## config.mk

```make
export PLATFORM = sky130hd
export DESIGN_NAME = exec_stage
export DESIGN_NICKNAME = d
export VERILOG_FILES = /design/src/rtl/exec_stage.sv
export SDC_FILE = /design/constraint.sdc
export NUM_CORES = 1
export LEC_CHECK = 0
export BUFFER_PORTS_ARGS = -buffer_cell sky130_fd_sc_hd__buf_4
export CAP_MARGIN = 40
export CORE_ASPECT_RATIO = 2
export CORE_UTILIZATION = 48
export CTS_CLUSTER_DIAMETER = 60
export DETAILED_ROUTE_END_ITERATION = 6
export PLACE_DENSITY = 0.75
export SKIP_CTS_REPAIR_TIMING = 1
export SLEW_MARGIN = 10
export SYNTH_ARGS = -nofsm -noshare
export SYNTH_HDL_FRONTEND = slang
export SYNTH_SLANG_ARGS = --single-unit
export TNS_END_PERCENT = 10
```

## constraint.sdc

```tcl
create_clock -name clk -period 3.85 [get_ports clk]
set_clock_uncertainty 0.2 [all_clocks]
set_input_delay 0.1925 -clock clk [delete_from_list [all_inputs] [get_ports clk]]
set_output_delay 0.1925 -clock clk [all_outputs]
set_load 0.01 [all_outputs]
```

## src/rtl/exec_stage.sv

```systemverilog
// exec_stage: IDLE/READ/EXEC/WB sequencer, accept edge -> retire 3 cycles later, in_ready low while busy.
// Define EXEC_SHIFT_EN to build the LSH/RSH barrel shifter; otherwise opcodes 7 and 8 retire as NOPs.
module exec_stage #(
  parameter int WIDTH = 16,
  parameter int AW    = 4
) (
  input  logic             clk,
  input  logic             reset,
  input  logic             in_valid,
  output logic             in_ready,
  input  logic [3:0]       in_op,
  input  logic [AW-1:0]    in_dst,
  input  logic [AW-1:0]    in_src,
  input  logic             in_imm_sel,
  input  logic [7:0]       in_imm,
  output logic [AW-1:0]    rf_dst_addr,
  output logic [AW-1:0]    rf_src_addr,
  input  logic [WIDTH-1:0] rf_dst_data,
  input  logic [WIDTH-1:0] rf_src_data,
  output logic [WIDTH-1:0] rf_wdata,
  output logic             rf_write,
  output logic [3:0]       flags,
  output logic             retire
);

  localparam logic [3:0] OP_ADD = 4'd0;
  localparam logic [3:0] OP_SUB = 4'd1;
  localparam logic [3:0] OP_AND = 4'd2;
  localparam logic [3:0] OP_OR  = 4'd3;
  localparam logic [3:0] OP_XOR = 4'd4;
  localparam logic [3:0] OP_MOV = 4'd5;
  localparam logic [3:0] OP_CMP = 4'd6;
`ifdef EXEC_SHIFT_EN
  localparam logic [3:0] OP_LSH = 4'd7;
  localparam logic [3:0] OP_RSH = 4'd8;
`endif

  typedef enum logic [1:0] {
    S_IDLE,
    S_READ,
    S_EXEC,
    S_WB
  } state_t;

  state_t state, state_nxt;

  logic [3:0]       op_q;
  logic [AW-1:0]    dst_q;
  logic [AW-1:0]    src_q;
  logic             imm_sel_q;
  logic [7:0]       imm_q;
  logic [WIDTH-1:0] result_q;
  logic [3:0]       flags_q;

  logic [WIDTH-1:0] opa, opb, alu_res;
  logic [WIDTH:0]   sum, diff;
  logic             c_nxt, f_nxt, upd_zn, op_writes;
  logic [3:0]       flags_nxt;

  // next-state and handshake
  always_comb begin
    state_nxt = state;
    in_ready  = 1'b0;
    unique case (state)
      S_IDLE: begin
        in_ready = ~reset;
        if (in_valid) state_nxt = S_READ;
      end
      S_READ:  state_nxt = S_EXEC;
      S_EXEC:  state_nxt = S_WB;
      S_WB:    state_nxt = S_IDLE;
      default: state_nxt = S_IDLE;
    endcase
  end

  always_ff @(posedge clk or posedge reset) begin
    if (reset) state <= S_IDLE;
    else       state <= state_nxt;
  end

  always_ff @(posedge clk or posedge reset) begin
    if (reset) begin
      op_q      <= '0;
      dst_q     <= '0;
      src_q     <= '0;
      imm_sel_q <= 1'b0;
      imm_q     <= '0;
    end else if (state == S_IDLE && in_valid) begin
      op_q      <= in_op;
      dst_q     <= in_dst;
      src_q     <= in_src;
      imm_sel_q <= in_imm_sel;
      imm_q     <= in_imm;
    end
  end

  // ALU: operands are the regfile read data returned during EXEC
  always_comb begin
    opa     = rf_dst_data;
    opb     = imm_sel_q ? {{(WIDTH-8){imm_q[7]}}, imm_q} : rf_src_data;
    sum     = {1'b0, opa} + {1'b0, opb};
    diff    = {1'b0, opa} - {1'b0, opb};
    alu_res = '0;
    c_nxt   = flags_q[3];
    f_nxt   = flags_q[2];
    upd_zn  = 1'b0;
    unique case (op_q)
      OP_ADD: begin
        alu_res = sum[WIDTH-1:0];
        c_nxt   = sum[WIDTH];
        f_nxt   = (opa[WIDTH-1] == opb[WIDTH-1]) && (sum[WIDTH-1] != opa[WIDTH-1]);
        upd_zn  = 1'b1;
      end
      OP_SUB, OP_CMP: begin
        alu_res = diff[WIDTH-1:0];
        c_nxt   = diff[WIDTH];
        f_nxt   = (opa[WIDTH-1] != opb[WIDTH-1]) && (diff[WIDTH-1] != opa[WIDTH-1]);
        upd_zn  = 1'b1;
      end
      OP_AND: begin
        alu_res = opa & opb;
        upd_zn  = 1'b1;
      end
      OP_OR: begin
        alu_res = opa | opb;
        upd_zn  = 1'b1;
      end
      OP_XOR: begin
        alu_res = opa ^ opb;
        upd_zn  = 1'b1;
      end
      OP_MOV: alu_res = opb;
`ifdef EXEC_SHIFT_EN
      OP_LSH: begin
        alu_res = opa << opb[3:0];
        upd_zn  = 1'b1;
      end
      OP_RSH: begin
        alu_res = opa >> opb[3:0];
        upd_zn  = 1'b1;
      end
`endif
      default: alu_res = '0;
    endcase
    flags_nxt = upd_zn ? {c_nxt, f_nxt, (alu_res == '0), alu_res[WIDTH-1]} : flags_q;
  end

  always_comb begin
    unique case (op_q)
      OP_ADD, OP_SUB, OP_AND, OP_OR, OP_XOR, OP_MOV: op_writes = 1'b1;
`ifdef EXEC_SHIFT_EN
      OP_LSH, OP_RSH: op_writes = 1'b1;
`endif
      default: op_writes = 1'b0;
    endcase
  end

  always_ff @(posedge clk or posedge reset) begin
    if (reset) begin
      result_q <= '0;
      flags_q  <= '0;
    end else if (state == S_EXEC) begin
      result_q <= alu_res;
      flags_q  <= flags_nxt;
    end
  end

  // addresses stay on the latched registers from READ through WB
  always_comb begin
    rf_dst_addr = (state != S_IDLE) ? dst_q : '0;
    rf_src_addr = (state != S_IDLE) ? src_q : '0;
    rf_wdata    = (state == S_WB) ? result_q : '0;
    rf_write    = (state == S_WB) && op_writes;
    retire      = (state == S_WB);
    flags       = flags_q;
  end

endmodule

```

==> results of run 1 <==
[per-stage QoR]
step	TNS [ns]	instances
floorplan	0	568
global placement	0	803
detailed placement	0	805
CTS	0	813
global route	-0.02676	837
finish	0	837
[state kept, by name, summed over array words and instances, names as in the netlist]
signal and flops:
imm_q 8, op_q 4, src_q 4, dst_q 4, imm_sel_q 1, flags 4, result_q 16, state 2
[cell usage in the layout (no fill, tap or decap), types with 12 or more instances in the layout]
| master | count |
|---|---|
| inv_1 | 61 |
| o22ai_1 | 12 |
| nand2_1 | 22 |
| o21ai_0 | 27 |
| mux2_2 | 24 |
| dlygate4sd3_1 | 23 |
| nor2_1 | 53 |
| and2_1 | 19 |
| ha_1 | 63 |
| dfrtp_1 | 42 |
| nor2b_1 | 12 |
| buf_4 | 129 |
| a21oi_1 | 47 |
[cell families (layout without fill, tap and decap cells)]
| family | after synthesis | count (layout) |
|---|---|---|
| compound gates | 171 | 171 |
| xor+xnor | 5 | 5 |
| fa+ha+maj | 65 | 65 |
| buf+inv | 89 | 226 |
| flops | 43 | 43 |
| mux | 34 | 34 |
| simple gates | 161 | 161 |
[worst reg2reg max path: cells and delay by family, from the launching register on]
kind	cells	cell delay, ns
DFF	1	0.47
AOI/OAI and AO/OA	6	1.49
muxes	1	0.16
buffers and inverters	3	0.32
adders and majority gates	2	0.55
and+or+nand+nor	3	0.45
[area by class of cell]
class	count	area (um2)
fillers	849	3510
multi-input cells	436	3327
repair buffers	155	1239
flip-flops and latches	43	1077
inverters	63	236.5
well taps	132	165.2
clock buffers	5	125.1
clock inverters	3	20.02
[layer usage]
| metal | share of wire, % | global-route usage, % |
|---|---|---|
| met1 | 34 | 27.49 |
| met2 | 57 | 60.70 |
| met3 | 2.5 | 2.682 |
| met4 | 6.6 | 20.74 |
| met5 | 0 | 0 |
[how the worst min path moves through the flow]
stage	from	to	slack, ns	cells after the start
final	rf_dst_data[15]	flags[2]$_DFFE_PP0P_	0.17	4
after global routing	rf_dst_data[15]	flags[2]$_DFFE_PP0P_	0.22	4
after CTS	reset	src_q[0]$_DFFE_PP0P_	-0.13	3
after detailed placement	reset	src_q[2]$_DFFE_PP0P_	0.17	3
after global placement	reset	dst_q[0]$_DFFE_PP0P_	0.16	3
after floorplan	in_valid	state[1]$_DFFE_PP0P_	0.08	1
[power groups by stage]
stage	clock [mW]	sequential, mW	combinational (mW)
CTS	0.427	0.847	3.97
global route	0.443	0.882	4.41
global placement	0	0.841	3.86
finish	0.420	0.853	4.06
detailed placement	0	0.856	3.95
floorplan	0	0.774	2.63
==> metrics.md, run 1 <==
| Metric | Value |
|---|---|
| Pleak | `2.984 nW` |
| Slowest-stage cell, CP | `dfrtp_2` |
| Complex-gate fraction of the synthesized area | `25.60%` |
| DP Area | `5796 um2` |
| Delay-heaviest family, CP | `compound AO/OA/AOI/OAI gates` |
| Critical-path cell list | `mux2i_1 -> inv_1 -> ha_1 -> inv_1 -> fa_1 -> nand2b_1 -> a211oi_1 -> buf_4 -> o2111ai_1 -> o21ba_2 -> o211ai_1 -> o2111ai_2 -> a2111oi_4 -> nand4b_1 -> nand2_1` |
| Synth Net Count | `689` |
| Endpoints failing hold | `0` |
| Cts bufs inserted | `5` |
| Worst r2r dst | `flags[1]$_DFFE_PP0P_` |
| Pre-CTS WS | `0.06806 ns` |
| CP endpoint | `flags[1]$_DFFE_PP0P_` |
| Area Growth Syn to Fin | `29.91%` |
| Worst path arrival time | `3.72 ns` |
| PwrDens | `861.4 nW/um2` |
| Max-slew violations | `0` |
| Number of diodes | `0` |
| Run status | `finished, final reports clean` |
| Post-synthesis cell count | `568` |
| Drt first pass iters | `6` |
| YS warnings | `0` |
| Htree depth | `2` |
| Area of the die | `10,350 um2` |
| Clock power frac | `7.9%` |
| Core area | `9699 um2` |
| Worst-path clk slew | `0.06 ns` |
| Worst VDD drop | `0.5528 mV` |
| Avg Vias per Cell | `5.814` |
| Horiz. Die Dim | `72.45 um` |
| Clock Latency Late Sink | `0.29 ns` |
| CTS Buffer Depth | `2` |
| Pin count of the biggest net entering global routing | `44` |
| Final nets | `825` |
| Critical path peak fanout | `6` |
| Buf+Inv Stages, Crit Path | `3` |
| Worst Hold Slack | `0.1695 ns` |
| Layout cells sized above 1 | `25.82%` |
| Antenna-violating nets left | `0` |
| Area leader, netlist | `dfrtp_1` |
| Most numerous cell in the Yosys netlist | `ha_1` |
| CTS tree | `built` |
| Seq/Total Area, Yosys | `22.58%` |
| Yosys reg bits | `43` |
| Stages on the worst setup path | `15` |
| Post-layout min period | `3.689 ns` |
| Vias in the first global route | `5,049` |
| Largest family of logic cells by synthesized area | `compound AO/OA/AOI/OAI gates` |
| EDFF count, synth | `0` |
| Post-route cell area | `6190 um2` |
| CP Capture Type | `register` |
| Port buffer count | `86` |
| Crit Path Class | `reg -> reg` |
| Simple-gate share of the synthesized area | `17.91%` |
| Worst Hold Class | `in -> reg` |
| RSZ-0062 raised after global routing | `yes` |
| Chip height | `142.9 um` |
| RR Startpoint | `imm_sel_q$_DFFE_PP0P_` |
| GP Congestion | `0.9534` |
| Final setup viols | `0` |
| Io pins | `87` |
| Slowest stage delay, CP | `0.47 ns` |
| Post-DP HPWL | `12.40 mm` |
| Total track usage | `30.50%` |
| Top cell type's share of synthesized area | `22.58%` |
| Critical Path Most Common Cell | `inv_1` |
| FF-to-FF setup slack | `0.16 ns` |
| PnR worst setup slack | `0.1608 ns` |
| Cell area after synthesis | `4765 um2` |
| Startpoint type of the worst setup path | `register` |
| Mean routed wirelength per cell | `18.58 um` |
| Top post-synthesis cells by count | `ha_1, inv_1, nor2_1` |
| Drt drc | `0` |
| Max-Cap Viols | `0` |
| Psw | `2.622 mW` |
| Synth Area in XOR/XNOR | `0.9191%` |
| Initial antenna violation count | `0` |
| 1st-iter DRT viols | `322` |
| Fmax | `271.1 MHz` |
| Average cell area after synthesis | `8.388 um2` |
| Num Clock Sinks | `43` |
| Net Sw Frac | `49.17%` |
| Worst-case reg-to-reg path depth | `15` |
| Comb pwr share | `76.1%` |
| Int Power | `2.710 mW` |
| Clock Tree Root | `clkbuf_16` |
| Fin crit share | `95.82%` |
| Worst slew margin | `52.30%` |
| Post-synthesis adder-cell area fraction | `17.38%` |
| Async S/R FF share, synth | `100.0%` |
| Total gr overflow | `0` |
| Flop pwr share | `16.0%` |
| Routed via count | `4,866` |
| Top FF cell, synth | `dfrtp_1` |
| First-pass GRT wire length | `24.03 mm` |
| Leading post-synthesis cells by cell area | `dfrtp_1, ha_1, mux2_2` |
| Initial core utilization | `49.12%` |
| Row count | `51` |
| Core Util, Final | `63.82%` |
| Req. time, crit path | `3.88 ns` |
| Critical path origin | `imm_sel_q$_DFFE_PP0P_` |
| Yosys cell types | `82` |
| Total design power | `5.332 mW` |
| Final WL | `15.55 mm` |
| Multiplexer area fraction after synthesis | `7.799%` |
| Worst slew pin tran | `0.7101 ns` |
(Power assumes the default switching activity.)
==> run 2, diff against run 1 <==
--- a/config.mk
+++ b/config.mk
@@ -12,6 +12,7 @@
 export CTS_CLUSTER_DIAMETER = 60
 export DETAILED_ROUTE_END_ITERATION = 6
 export PLACE_DENSITY = 0.75
+export RECOVER_POWER = 50
 export SKIP_CTS_REPAIR_TIMING = 1
 export SLEW_MARGIN = 10
 export SYNTH_ARGS = -nofsm -noshare
==> run 2 against run 1 <==
Net effect: the run now ends with max-capacitance violations, max-slew violations left; critical path type unchanged; clock power about the same; largest power group unchanged; wire length is 0.24% lower; setup slack barely moved; critical path depth is the same.
==> metrics.md, run 2 (synthesis gave the netlist of run 1 again) <==
| Metric | Value |
|---|---|
| Hold path depth | `4` |
| Chip height | `142.9 um` |
| Critical Path Most Common Cell | `inv_1` |
| Post-Layout Cell Count | `837` |
| Worst-case reg-to-reg path depth | `15` |
| Commonest non-fill, non-tap cell in the layout | `buf_4` |
| Startpoint type of the worst setup path | `register` |
| Cts bufs inserted | `5` |
| Port buffer count | `86` |
| GP Congestion | `0.9534` |
| Core area | `9699 um2` |
| CTS tree | `built` |
| Failing checks | `max-capacitance violations, max-slew violations` |
| Area of the die | `10,350 um2` |
| RSZ-0062 raised after global routing | `yes` |
| Crit Path Class | `reg -> reg` |
| Drt drc | `0` |
| First-pass GRT wire length | `24.03 mm` |
| Critical path peak fanout | `6` |
| CTS Buffer Depth | `2` |
| Max reg flops | `16` |
| Htree depth | `2` |
| Mean routed wirelength per cell | `18.53 um` |
| Initial antenna violation count | `0` |
| Worst Hold Class | `in -> reg` |
| Pin count of the biggest net entering global routing | `44` |
| Number of diodes | `0` |
| Req. time, crit path | `3.88 ns` |
| Row count | `51` |
| Biggest register | `result_q` |
| Clock Latency Late Sink | `0.29 ns` |
| Post-DP HPWL | `12.40 mm` |
| Total gr overflow | `0` |
| Layout cells sized above 1 | `23.55%` |
| Number of placed cells counting well taps | `805` |
| Avg Vias per Cell | `5.814` |
| Horiz. Die Dim | `72.45 um` |
| Final nets | `825` |
| Worst slew margin | `-54.19%` |
| Io pins | `87` |
| Final WL | `15.51 mm` |
| Largest registers | `result_q (16), imm_q (8)` |
| Max-Cap Viols | `1` |
| Core Util, Final | `63.20%` |
| Drt first pass iters | `6` |
| Pleak | `2.923 nW` |
| Post-layout min period | `3.690 ns` |
| Endpoints failing hold | `0` |
| Initial core utilization | `49.12%` |
| Fmax | `271.0 MHz` |
| Vias in the first global route | `5,049` |
| Fin crit share | `95.83%` |
| Worst-path clk slew | `0.06 ns` |
| CP Capture Type | `register` |
| Antenna-violating nets left | `0` |
| Critical-path cell list | `mux2i_1 -> inv_1 -> ha_1 -> inv_1 -> fa_1 -> nand2b_1 -> a221oi_1 -> o311ai_0 -> o2111ai_1 -> a222oi_1 -> buf_4 -> nand4_1 -> a2111oi_2 -> nand4b_1 -> nand2_1` |
| Most frequent cells in the layout | `buf_4, ha_1, inv_1, nor2_1, a21oi_1` |
| Worst slew pin tran | `2.313 ns` |
| Worst VDD drop | `0.5238 mV` |
| PwrDens | `859.7 nW/um2` |
| Total track usage | `30.50%` |
| Slowest stage delay, CP | `0.47 ns` |
| Routed via count | `4,866` |
| 1st-iter DRT viols | `297` |
| Slowest-stage cell, CP | `dfrtp_2` |
| Clock Tree Root | `clkbuf_16` |
| Num Clock Sinks | `43` |
| Area Growth Syn to Fin | `28.65%` |
| Filler instances | `875` |
| Run status | `finished, violations left` |
| Max-slew violations | `44` |
| Final setup viols | `0` |
| Worst path arrival time | `3.72 ns` |
## run 2: cell types whose count changed in the layout (fill, tap and decap cells not counted), sizes merged
cell / before / now
buf: 132 / 116
clkbuf: 5 / 21
## run 2: area by class of cell
type                    instances  area, um2  area share, %
clock buffers                   5      125.1          2.041
clock inverters                 3      20.02         0.3266
inverters                      63      236.5          3.858
multi-input cells             436       3327          54.28
flip-flops and latches         43       1077          17.57
well taps                     132      165.2          2.694
repair buffers                155       1179          19.23
## run 2: critical path, delay by kind of cell (launching register included)
family | cells | cell delay, ns
mux | 1 | 0.16
compound gates | 5 | 1.35
flops | 1 | 0.47
fa+ha+maj | 2 | 0.60
simple gates | 4 | 0.51
buf+inv | 3 | 0.34
## run 2: report_power, final
part	switching (mW)	internal [mW]	leakage, nW
Combinational	2.27	1.72	2.35
Sequential	0.164	0.687	0.505
Clock	0.181	0.239	0.0658
## run 2: routing by layer
metal	vias up	track usage, %	wire (um)
li1	2310	-	-
met2	137	60.70	8897
met5	-	0	0
met4	0	20.74	1032
met3	53	2.682	370
met1	2366	27.49	5210
## run 2: final timing paths
kind	from	to	slack, ns
setup / recovery	imm_sel_q$_DFFE_PP0P_	flags[1]$_DFFE_PP0P_	0.16
hold / removal	rf_dst_data[15]	flags[2]$_DFFE_PP0P_	0.17
setup reg to reg	imm_sel_q$_DFFE_PP0P_	flags[1]$_DFFE_PP0P_	0.16
hold reg to reg	flags[1]$_DFFE_PP0P_	flags[1]$_DFFE_PP0P_	0.29
max in group asynchronous	reset	imm_sel_q$_DFFE_PP0P_	0.81
min in group asynchronous	reset	src_q[2]$_DFFE_PP0P_	1.14
## run 2: through the flow
stage / area [um2] / total power [mW] / setup WS, ns / TNS (ns) / hold WS, ns
6_report: 6130 / 5.270 / 0.1604 / 0 / 0.1705
2_1_floorplan: 4765 / 3.406 / 0.1455 / 0 / 0.07877
3_5_place_dp: 5796 / 4.806 / 0.06806 / 0 / 0.1746
4_1_cts: 5941 / 5.249 / 0.04817 / 0 / -0.1339
3_3_place_gp: 5776 / 4.700 / 0.1194 / 0 / 0.1638
5_1_grt: 6130 / 5.679 / -0.02676 / -0.02676 / 0.2219
==> run 3, diff against run 2 <==
--- a/config.mk
+++ b/config.mk
@@ -11,8 +11,10 @@
 export CORE_UTILIZATION = 48
 export CTS_CLUSTER_DIAMETER = 60
 export DETAILED_ROUTE_END_ITERATION = 6
+export MAX_ROUTING_LAYER = met4
 export PLACE_DENSITY = 0.75
 export RECOVER_POWER = 50
+export REMOVE_ABC_BUFFERS = 1
 export SKIP_CTS_REPAIR_TIMING = 1
 export SLEW_MARGIN = 10
 export SYNTH_ARGS = -nofsm -noshare
==> run 3 against run 2 <==
Net effect: the flow still finishes with violations (max-capacitance violations, max-slew violations); core utilization is 0.97 points higher; power rose by 1.7%; setup slack improved by 0.039 ns; via count is 0.92% lower; clock power grew 7.6%; cell area rose by 1.5%; count of clock-buffer cells in the layout stayed put; combinational power increased by 1%; largest power group unchanged; critical path depth is 1 lower; flip-flop and latch count stayed put; worst hold slack worse by 0.0052 ns; wire length grew 3.4%.
==> metrics.md, run 3 (synthesis gave the netlist of run 1 again) <==
| Metric | Value |
|---|---|
| Antenna-violating nets left | `0` |
| Max-slew violations | `44` |
| Commonest non-fill, non-tap cell in the layout | `buf_4` |
| Psw | `2.681 mW` |
| Port buffer count | `86` |
| Vias in the first global route | `4,926` |
| Initial core utilization | `49.12%` |
| First-pass GRT wire length | `24.44 mm` |
| Routed via count | `4,821` |
| Failing checks | `max-capacitance violations, max-slew violations` |
| Layout cells sized above 1 | `25.32%` |
| Total design power | `5.361 mW` |
| RSZ-0062 raised after global routing | `no` |
| 1st-iter DRT viols | `275` |
| Fmax | `274.0 MHz` |
| Worst slew pin tran | `2.376 ns` |
| Htree depth | `2` |
| Io pins | `87` |
| Net Sw Frac | `50.02%` |
| Core Util, Final | `64.16%` |
| Num Clock Sinks | `43` |
| Chip height | `142.9 um` |
| Final nets | `831` |
| Mean routed wirelength per cell | `19.02 um` |
| Final WL | `16.03 mm` |
| Fin crit share | `94.81%` |
| Drt drc | `0` |
| Multi-input logic area | `3377 um2` |
| Pin count of the biggest net entering global routing | `44` |
| Worst-path clk slew | `0.07 ns` |
| Endpoints failing hold | `0` |
| Post-DP HPWL | `12.59 mm` |
| Filler instances | `877` |
| Post-layout min period | `3.650 ns` |
| Clock power frac | `8.4%` |
| Biggest register | `result_q` |
| Crit Path Class | `reg -> reg` |
| Drt first pass iters | `4` |
| Comb pwr share | `75.3%` |
| Startpoint type of the worst setup path | `register` |
| CTS Buffer Depth | `2` |
| Worst Hold Slack | `0.1653 ns` |
| Cts bufs inserted | `5` |
| Clock Latency Late Sink | `0.30 ns` |
| GP Congestion | `0.9985` |
| CTS tree | `built` |
| Horiz. Die Dim | `72.45 um` |
| Worst path arrival time | `3.69 ns` |
| Worst VDD drop | `0.4956 mV` |
| Run status | `finished, violations left` |
| Area Growth Syn to Fin | `30.62%` |
| Initial antenna violation count | `0` |
| Max reg flops | `16` |
| Worst Hold Class | `in -> reg` |
| Core area | `9699 um2` |
| Total track usage | `32.12%` |
| Register area | `1077 um2` |
| Number of diodes | `0` |
| Avg Vias per Cell | `5.719` |
| Most frequent cells in the layout | `buf_4, ha_1, inv_1, nor2_1, a21oi_1` |
| CP Capture Type | `register` |
| Req. time, crit path | `3.89 ns` |
| Max-Cap Viols | `1` |
| Flop pwr share | `16.3%` |
| Row count | `51` |
| Area of the die | `10,350 um2` |
| Worst slew margin | `-58.42%` |
| Total gr overflow | `0` |
| Pleak | `2.957 nW` |
| Critical path peak fanout | `4` |
| Clock Tree Root | `clkbuf_16` |
| Largest registers | `result_q (16), imm_q (8)` |
| PwrDens | `861.3 nW/um2` |
| Final setup viols | `0` |
| Int Power | `2.679 mW` |
run 3: power by group through the flow:
stage / Clock (mW) / Combinational (mW) / Sequential [mW]
after floorplan: 0 / 2.44 / 0.855
after global placement: 0 / 3.86 / 0.850
after detailed placement: 0 / 3.94 / 0.868
after CTS: 0.461 / 3.96 / 0.861
after global routing: 0.472 / 4.38 / 0.897
final: 0.451 / 4.04 / 0.872
run 3: cell type report:
| type | instances | area share, % |
|---|---|---|
| Timing Repair Buffer | 161 | 19.58 |
| Sequential cell | 43 | 17.31 |
| Multi-Input combinational cell | 436 | 54.26 |
| Clock buffer | 5 | 2.010 |
| Tap cell | 132 | 2.654 |
| Clock inverter | 3 | 0.3820 |
| Inverter | 63 | 3.800 |
run 3: critical path, cell delays in order (launching register included):
cell and delay [ns]:
dfrtp_2 0.43, buf_4 0.15, mux2i_1 0.15, buf_4 0.18, fa_1 0.41, nand2b_1 0.20, a211oi_1 0.30, buf_4 0.18
o2111ai_1 0.18, o21ba_2 0.28, o211ai_1 0.18, o2111ai_2 0.19, a2111oi_4 0.34, nand4b_1 0.13, nand2_1 0.08
run 3: layer usage:
metal | GRT usage (%) | routed length, um | vias up
li1 | - | - | 2315
met1 | 29.93 | 5572 | 2305
met2 | 60.75 | 9130 | 154
met3 | 4.023 | 587 | 47
met4 | 18.27 | 739 | 0
met5 | - | 0 | -
run 3: final timing paths:
path                       depth (start not counted)                   from                        to  slack [ns]
max in group asynchronous                          4                  reset     imm_sel_q$_DFFE_PP0P_        0.75
min reg2reg                                        1   dst_q[3]$_DFFE_PP0P_      dst_q[3]$_DFFE_PP0P_        0.31
max reg2reg                                       14  imm_sel_q$_DFFE_PP0P_      flags[1]$_DFFE_PP0P_        0.20
min                                                4        rf_dst_data[15]      flags[2]$_DFFE_PP0P_        0.17
max                                               14  imm_sel_q$_DFFE_PP0P_      flags[1]$_DFFE_PP0P_        0.20
min in group asynchronous                          4                  reset  result_q[10]$_DFFE_PP0P_        1.16
run 3: through the flow:
step                TNS [ns]  cell area [um2]  cells  worst slack (ns)
floorplan                  0             4629    542            0.1055
global placement           0             5816    810           0.01519
detailed placement         0             5836    812           0.01842
CTS                 -0.01118             5984    820          -0.01118
global route               0             6223    843          0.009203
finish                     0             6223    843            0.1997
